**src/rtl/spi_frame_monitor.sv**
```systemverilog
// spi_frame_monitor
//   Passive SPI frame monitor running on the SPI clock. Each frame is one
//   command cycle followed by DATA_W data bits (MSB first). Completed write and
//   read words are captured, completed frames are counted, and protocol
//   violations set sticky flags and bump a saturating error-cycle counter.
//
// Ports
//   sclk        in   SPI clock; all state updates on its rising edge
//   rst         in   asynchronous active-high reset
//   ssel        in   active-low slave selects [NUM_SS]
//   rd_wr       in   direction: 1 = write (mosi data), 0 = read (miso data)
//   mosi/miso   in   serial data, MSB first
//   err_clr     in   synchronous clear of err_flags / err_cnt
//   state       out  00 idle, 01 write, 10 read, 11 abort
//   active_ss   out  index of the select owning the current/last frame
//   rx_data     out  last completed write word
//   rd_data     out  last completed read word
//   frame_done  out  one-cycle pulse after a frame completes
//   frame_cnt   out  completed frames (wraps)
//   err_flags   out  sticky {MISO_DRIVE, RDWR_CHANGE, SHORT_FRAME, MULTI_SS}
//   err_cnt     out  cycles with at least one violation (saturates)
module spi_frame_monitor #(
    parameter int unsigned DATA_W      = 8,
    parameter int unsigned NUM_SS      = 1,
    parameter int unsigned FRAME_CNT_W = 16,
    parameter int unsigned ERR_CNT_W   = 8,
    parameter bit          MISO_CHK    = 1'b1,
    localparam int unsigned SS_IDX_W   = (NUM_SS > 1) ? $clog2(NUM_SS) : 1
) (
    input  logic                   sclk,
    input  logic                   rst,
    input  logic [NUM_SS-1:0]      ssel,
    input  logic                   rd_wr,
    input  logic                   mosi,
    input  logic                   miso,
    input  logic                   err_clr,
    output logic [1:0]             state,
    output logic [SS_IDX_W-1:0]    active_ss,
    output logic [DATA_W-1:0]      rx_data,
    output logic [DATA_W-1:0]      rd_data,
    output logic                   frame_done,
    output logic [FRAME_CNT_W-1:0] frame_cnt,
    output logic [3:0]             err_flags,
    output logic [ERR_CNT_W-1:0]   err_cnt
);

    localparam int unsigned BIT_CNT_W = $clog2(DATA_W);

    typedef enum logic [1:0] {
        StIdle  = 2'b00,
        StWrite = 2'b01,
        StRead  = 2'b10,
        StAbort = 2'b11
    } state_e;

    state_e                 state_q, state_d;
    logic [SS_IDX_W-1:0]    active_ss_q, active_ss_d;
    logic                   dir_q, dir_d;
    logic [DATA_W-1:0]      shreg_q, shreg_d;
    logic [BIT_CNT_W-1:0]   bit_cnt_q, bit_cnt_d;
    logic [DATA_W-1:0]      rx_data_q, rx_data_d;
    logic [DATA_W-1:0]      rd_data_q, rd_data_d;
    logic                   frame_done_q, frame_done_d;
    logic [FRAME_CNT_W-1:0] frame_cnt_q, frame_cnt_d;
    logic [3:0]             err_flags_q, err_flags_d;
    logic [ERR_CNT_W-1:0]   err_cnt_q, err_cnt_d;

    logic [NUM_SS-1:0]   ssel_low;
    logic                any_low, one_low, multi_low;
    logic [SS_IDX_W-1:0] low_idx;
    logic                sel_high;
    logic                data_bit;
    logic [DATA_W-1:0]   shifted;
    logic [3:0]          ev;

    // One-hot test on the inverted selects: clearing the lowest set bit leaves zero.
    assign ssel_low  = ~ssel;
    assign any_low   = |ssel_low;
    assign one_low   = any_low && ((ssel_low & (ssel_low - NUM_SS'(1))) == '0);
    assign multi_low = any_low && !one_low;
    assign sel_high  = ssel[active_ss_q];
    assign data_bit  = (state_q == StWrite) ? mosi : miso;
    assign shifted   = {shreg_q[DATA_W-2:0], data_bit};

    always_comb begin
        low_idx = '0;
        for (int unsigned i = 0; i < NUM_SS; i++) begin
            if (!ssel[i]) low_idx = SS_IDX_W'(i);
        end
    end

    always_comb begin
        state_d      = state_q;
        active_ss_d  = active_ss_q;
        dir_d        = dir_q;
        shreg_d      = shreg_q;
        bit_cnt_d    = bit_cnt_q;
        rx_data_d    = rx_data_q;
        rd_data_d    = rd_data_q;
        frame_done_d = 1'b0;
        frame_cnt_d  = frame_cnt_q;
        ev           = 4'b0000;

        unique case (state_q)
            StIdle: begin
                if (multi_low) begin
                    ev[0]   = 1'b1;
                    state_d = StAbort;
                end else if (one_low) begin
                    // Command cycle: no data bit is sampled here.
                    active_ss_d = low_idx;
                    dir_d       = rd_wr;
                    bit_cnt_d   = '0;
                    state_d     = rd_wr ? StWrite : StRead;
                end
            end
            StWrite, StRead: begin
                if (sel_high || multi_low) begin
                    // Partial word is dropped; abort wins over the data checks.
                    ev[1]   = 1'b1;
                    ev[0]   = multi_low;
                    state_d = StAbort;
                end else begin
                    shreg_d = shifted;
                    if (rd_wr != dir_q) ev[2] = 1'b1;
                    if (MISO_CHK && (state_q == StWrite) && miso) ev[3] = 1'b1;
                    if (bit_cnt_q == BIT_CNT_W'(DATA_W - 1)) begin
                        if (state_q == StWrite) rx_data_d = shifted;
                        else                    rd_data_d = shifted;
                        frame_done_d = 1'b1;
                        frame_cnt_d  = frame_cnt_q + FRAME_CNT_W'(1);
                        bit_cnt_d    = '0;
                        state_d      = StIdle;
                    end else begin
                        bit_cnt_d = bit_cnt_q + BIT_CNT_W'(1);
                    end
                end
            end
            StAbort: begin
                if (!any_low) state_d = StIdle;
            end
            default: state_d = StIdle;
        endcase
    end

    // Same-cycle events survive err_clr.
    always_comb begin
        err_flags_d = (err_clr ? 4'b0000 : err_flags_q) | ev;
        err_cnt_d   = err_cnt_q;
        if (err_clr) begin
            err_cnt_d = ERR_CNT_W'(|ev);
        end else if ((|ev) && (err_cnt_q != '1)) begin
            err_cnt_d = err_cnt_q + ERR_CNT_W'(1);
        end
    end

    always_ff @(posedge sclk or posedge rst) begin
        if (rst) begin
            state_q      <= StIdle;
            active_ss_q  <= '0;
            dir_q        <= 1'b0;
            shreg_q      <= '0;
            bit_cnt_q    <= '0;
            rx_data_q    <= '0;
            rd_data_q    <= '0;
            frame_done_q <= 1'b0;
            frame_cnt_q  <= '0;
            err_flags_q  <= 4'b0000;
            err_cnt_q    <= '0;
        end else begin
            state_q      <= state_d;
            active_ss_q  <= active_ss_d;
            dir_q        <= dir_d;
            shreg_q      <= shreg_d;
            bit_cnt_q    <= bit_cnt_d;
            rx_data_q    <= rx_data_d;
            rd_data_q    <= rd_data_d;
            frame_done_q <= frame_done_d;
            frame_cnt_q  <= frame_cnt_d;
            err_flags_q  <= err_flags_d;
            err_cnt_q    <= err_cnt_d;
        end
    end

    assign state      = state_q;
    assign active_ss  = active_ss_q;
    assign rx_data    = rx_data_q;
    assign rd_data    = rd_data_q;
    assign frame_done = frame_done_q;
    assign frame_cnt  = frame_cnt_q;
    assign err_flags  = err_flags_q;
    assign err_cnt    = err_cnt_q;

endmodule
```
**config.mk**
```make
export PLATFORM = sky130hd
export DESIGN_NAME = spi_frame_monitor
export DESIGN_NICKNAME = d
export VERILOG_FILES = /design/src/rtl/spi_frame_monitor.sv
export SDC_FILE = /design/constraint.sdc
export NUM_CORES = 1
export LEC_CHECK = 0
export CAP_MARGIN = 40
export CELL_PAD_IN_SITES_DETAIL_PLACEMENT = 0
export CELL_PAD_IN_SITES_GLOBAL_PLACEMENT = 2
export CORE_MARGIN = 2
export CORE_UTILIZATION = 29
export DETAILED_ROUTE_END_ITERATION = 7
export GPL_TIMING_DRIVEN = 0
export PLACE_DENSITY_LB_ADDON = 0.12
export SYNTH_ARGS = -nofsm -noshare
export SYNTH_HDL_FRONTEND = slang
export SYNTH_SLANG_ARGS = --single-unit
```
**constraint.sdc**
```tcl
create_clock -name sclk -period 1.9 [get_ports sclk]
set_clock_uncertainty 0.2 [all_clocks]
set_input_delay 0.285 -clock sclk [delete_from_list [all_inputs] [get_ports sclk]]
set_output_delay 0.285 -clock sclk [all_outputs]
set_load 0.005 [all_outputs]
```
==> flow_summary.toml <==
[logic_synthesis]
syn_avg_cell_area_um2 = 11.6
yosys_warnings = 0
synthDistinctLibCells = 44
synth_seq_cells = 58
synthCells = 225
synth.net_count = 240
seq_area_frac_synth = 0.558
synthesis.area_um2 = 2600

[global_route]
grt_max_degree = 32
antenna_found_initial = 0
top_usage_layer = "met2"
met2_usage = 0.195
use_met1 = 0.183
grt_pass1_vias = 2046
gr-total-overflow = 0
met3_usage = 0.0312
grt_usage = 0.131
grt_pass1_wl_mm = 10.0

[clock_network]
cts_sinks = 58
cts_hold_buf = 0
cts_tree = "yes"
clock_latency_ns = 0.33
cts-htree-levels = 3
clk_pin_slew_ns = 0.07
cts_made_buffers = 9
root_buffer = "clkbuf_8"
clk_path_buf_depth = 2

[floorplan]
io-pin-count = 55
fp-row-count = 34
die_area_um2 = 9750
core_area_um2 = 8720
start_util = 0.298
die-height_um = 98.7
die_w_um = 98.7

[routing]
vias_per_cell = 4.57
first_pass_iters = 4
wire_per_inst_um = 14.1
drc = 0
routed_wl_mm = 5.98
detail-route-antenna-nets = 0
via_count = 1932
drtIter0Drc = 59

[hold_path]
holdCritPathClass = "input pin to async pin"

[status]
violations = "negative setup slack"
status = "finished with violations"

[worst_setup_path]
cp_max_fo = 7
reg2reg_slack_ns = -0.03
arrival_ns = 1.95
regToRegStartpoint = "state[0]$_DFFE_PP0P_"
crit_required_ns = 1.91
timing.rr.end = "err_cnt[4]$_DFFE_PP0P_"
criticalPathCategory = "flop to flop"
end_kind = "flop"
critPathLaunchType = "flop"
rr_worst_depth = 6

[sta]
maxSlewViolCount = 0
fin_ws_ns = -0.0304
layout_min_cycle_time_ns = 1.93
rsz0062_at_grt = "true"
setup_viol = 1
relSlewSlack = 0.546
fin_setup_tns_ns = -0.0304
tightest_slew_ns = 0.679
finalCritPeriodShare = 1.02
fmax_mhz = 518
hold_viol = 0

[power_and_ir_drop]
p_leak_uw = 0.00176
ir_drop_v = 0.000602
power_per_cell_area_nw_per_um2 = 1090

[place]
dp_cells = 387
place.gp.congestion = 0.710
dp_hpwl_mm = 4.00
portBuffers = 53
dpl_worst_slack_ns = -0.415

[final_layout]
final_cells = 423
drive_gt1_frac = 0.267
final_common_cell = "dfrtp_1"
fin_nets = 325
n_antenna_cell = 0
layout_common_cells = "dfrtp_1, clkdlybuf4s50_1, nand2_1, buf_4, mux2_4"
syn_to_final_growth_pct = 48.7

[run]
drv_cap = 0
==> cell usage after synthesis <==
| cell | instances | area, um^2 |
|---|---|---|
| dfrtp_1 | 58 | 1450 |
| nand2_1 | 38 | 143 |
| mux2_2 | 21 | 236 |
| xnor2_1 | 13 | 114 |
| inv_1 | 9 | 33.8 |
| ha_1 | 8 | 100 |
| nand3_1 | 8 | 40.0 |
| nor2_1 | 6 | 22.5 |
| a21oi_1 | 5 | 25.0 |
| nand4_1 | 5 | 31.3 |
| nor2b_1 | 5 | 31.3 |
| o21ai_0 | 4 | 20.0 |
| a22o_1 | 3 | 26.3 |
| and2_1 | 3 | 18.8 |
| mux2i_1 | 3 | 30.0 |
| a311oi_1 | 2 | 17.5 |
| and3_1 | 2 | 12.5 |
| and4_1 | 2 | 17.5 |
| nor3_1 | 2 | 10.0 |
| o21a_1 | 2 | 15.0 |
| o31ai_1 | 2 | 15.0 |
| xor2_1 | 2 | 17.5 |
| a211oi_1 | 1 | 7.51 |
| a21o_1 | 1 | 7.51 |
| a31oi_1 | 1 | 6.26 |
| a32o_1 | 1 | 10.0 |
| and2b_1 | 1 | 7.51 |
| buf_2 | 1 | 5.00 |
| buf_4 | 1 | 7.51 |
| buf_6 | 1 | 11.3 |
| clkbuf_1 | 1 | 3.75 |
| clkbuf_2 | 1 | 5.00 |
| conb_1 | 1 | 3.75 |
| nand2_2 | 1 | 6.26 |
| nand2b_1 | 1 | 6.26 |
| nand4b_1 | 1 | 8.76 |
| nor2_2 | 1 | 6.26 |
| nor3_4 | 1 | 16.3 |
| nor4_1 | 1 | 6.26 |
| o21ai_2 | 1 | 8.76 |
| o21bai_1 | 1 | 7.51 |
| o311ai_0 | 1 | 8.76 |
| or4_1 | 1 | 7.51 |
| xor2_2 | 1 | 16.3 |
==> where the power goes <==
group | total [uW] | switching (uW) | internal (uW)
sequential | 1580 | 160 | 1420
combinational | 1420 | 628 | 788
clock | 1210 | 496 | 711
total | 4200 | 1280 | 2920
==> flip-flops by register name, indices dropped and copies added, names as in the netlist <==
register,flops
frame_cnt,16
err_cnt,8
rd_data,8
rx_data,8
shreg_q,7
err_flags,4
bit_cnt_q,3
state,2
dir_q,1
frame_done,1
==> how the worst max path moves through the flow <==
stage / startpoint / to / slack (ns) / depth (start not counted)
3_3_place_gp: ssel / rx_data[3]$_DFFE_PP0P_ / -0.41 / 6
2_1_floorplan: state[1]$_DFFE_PP0P_ / err_cnt[5]$_DFFE_PP0P_ / -0.03 / 7
5_1_grt: state[0]$_DFFE_PP0P_ / frame_cnt[11]$_DFFE_PP0P_ / -0.12 / 6
3_5_place_dp: ssel / rx_data[0]$_DFFE_PP0P_ / -0.42 / 6
6_report: state[0]$_DFFE_PP0P_ / err_cnt[4]$_DFFE_PP0P_ / -0.03 / 6
4_1_cts: state[1]$_DFFE_PP0P_ / rx_data[1]$_DFFE_PP0P_ / -0.05 / 7
==> logic make-up (layout without fill, tap and decap cells) <==
group	after synthesis	count (layout)	share of synthesized area
AO/OA/AOI/OAI	25	25	0.0673
XOR/XNOR	16	16	0.0567
adder cells (fa/ha/maj)	8	8	0.0385
buffers and inverters	14	104	0.0255
flip-flops	58	58	0.558
multiplexers	24	24	0.102
other	1	1	0.00144
AND/OR/NAND/NOR	79	79	0.150
==> metal layers <==
layer	vias to the layer above	share of wire
met1	937	0.49
met5	-	0
li1	945	-
met4	0	0.013
met2	43	0.46
met3	7	0.037
==> final cells by class <==
type                       instances  area, um^2
clock inverter                     4        48.8
timing repair buffer              75         727
fill                             822        4850
inverter                           9        45.0
buffer                             4        35.0
sequential                        58        1450
multi-input combinational        153        1260
tap                              108         135
clock buffer                      12         165
==> critical path, cell delays in order, from the launching register on <==
cell	delay [ns]
dfrtp_2	0.44
buf_4	0.15
ha_4	0.15
a21o_1	0.18
o21a_2	0.26
nand4_1	0.11
mux2_2	0.33
==> per-stage QoR <==
stage          instance area (um^2)  hold WS [ns]   util  total power (uW)
2_1_floorplan                  2660         0.178      -              2260
3_5_place_dp                   3340         0.268  0.384              2670
4_1_cts                        3740         0.213  0.429              4150
5_1_grt                        3870         0.249  0.444              4500
3_3_place_gp                   3320         0.259  0.381              2660
6_report                       3870         0.203  0.444              4200
==> timing repair <==
item / in CTS / in global routing
setup endpoints to repair: 37 / 38
pin swaps: 11 / 14
endpoints found under the hold margin: 0 / 0
setup buffers: 17 / 4
gates resized for setup: 18 / 25
No activity file was read; power rests on OpenSTA's default activity.
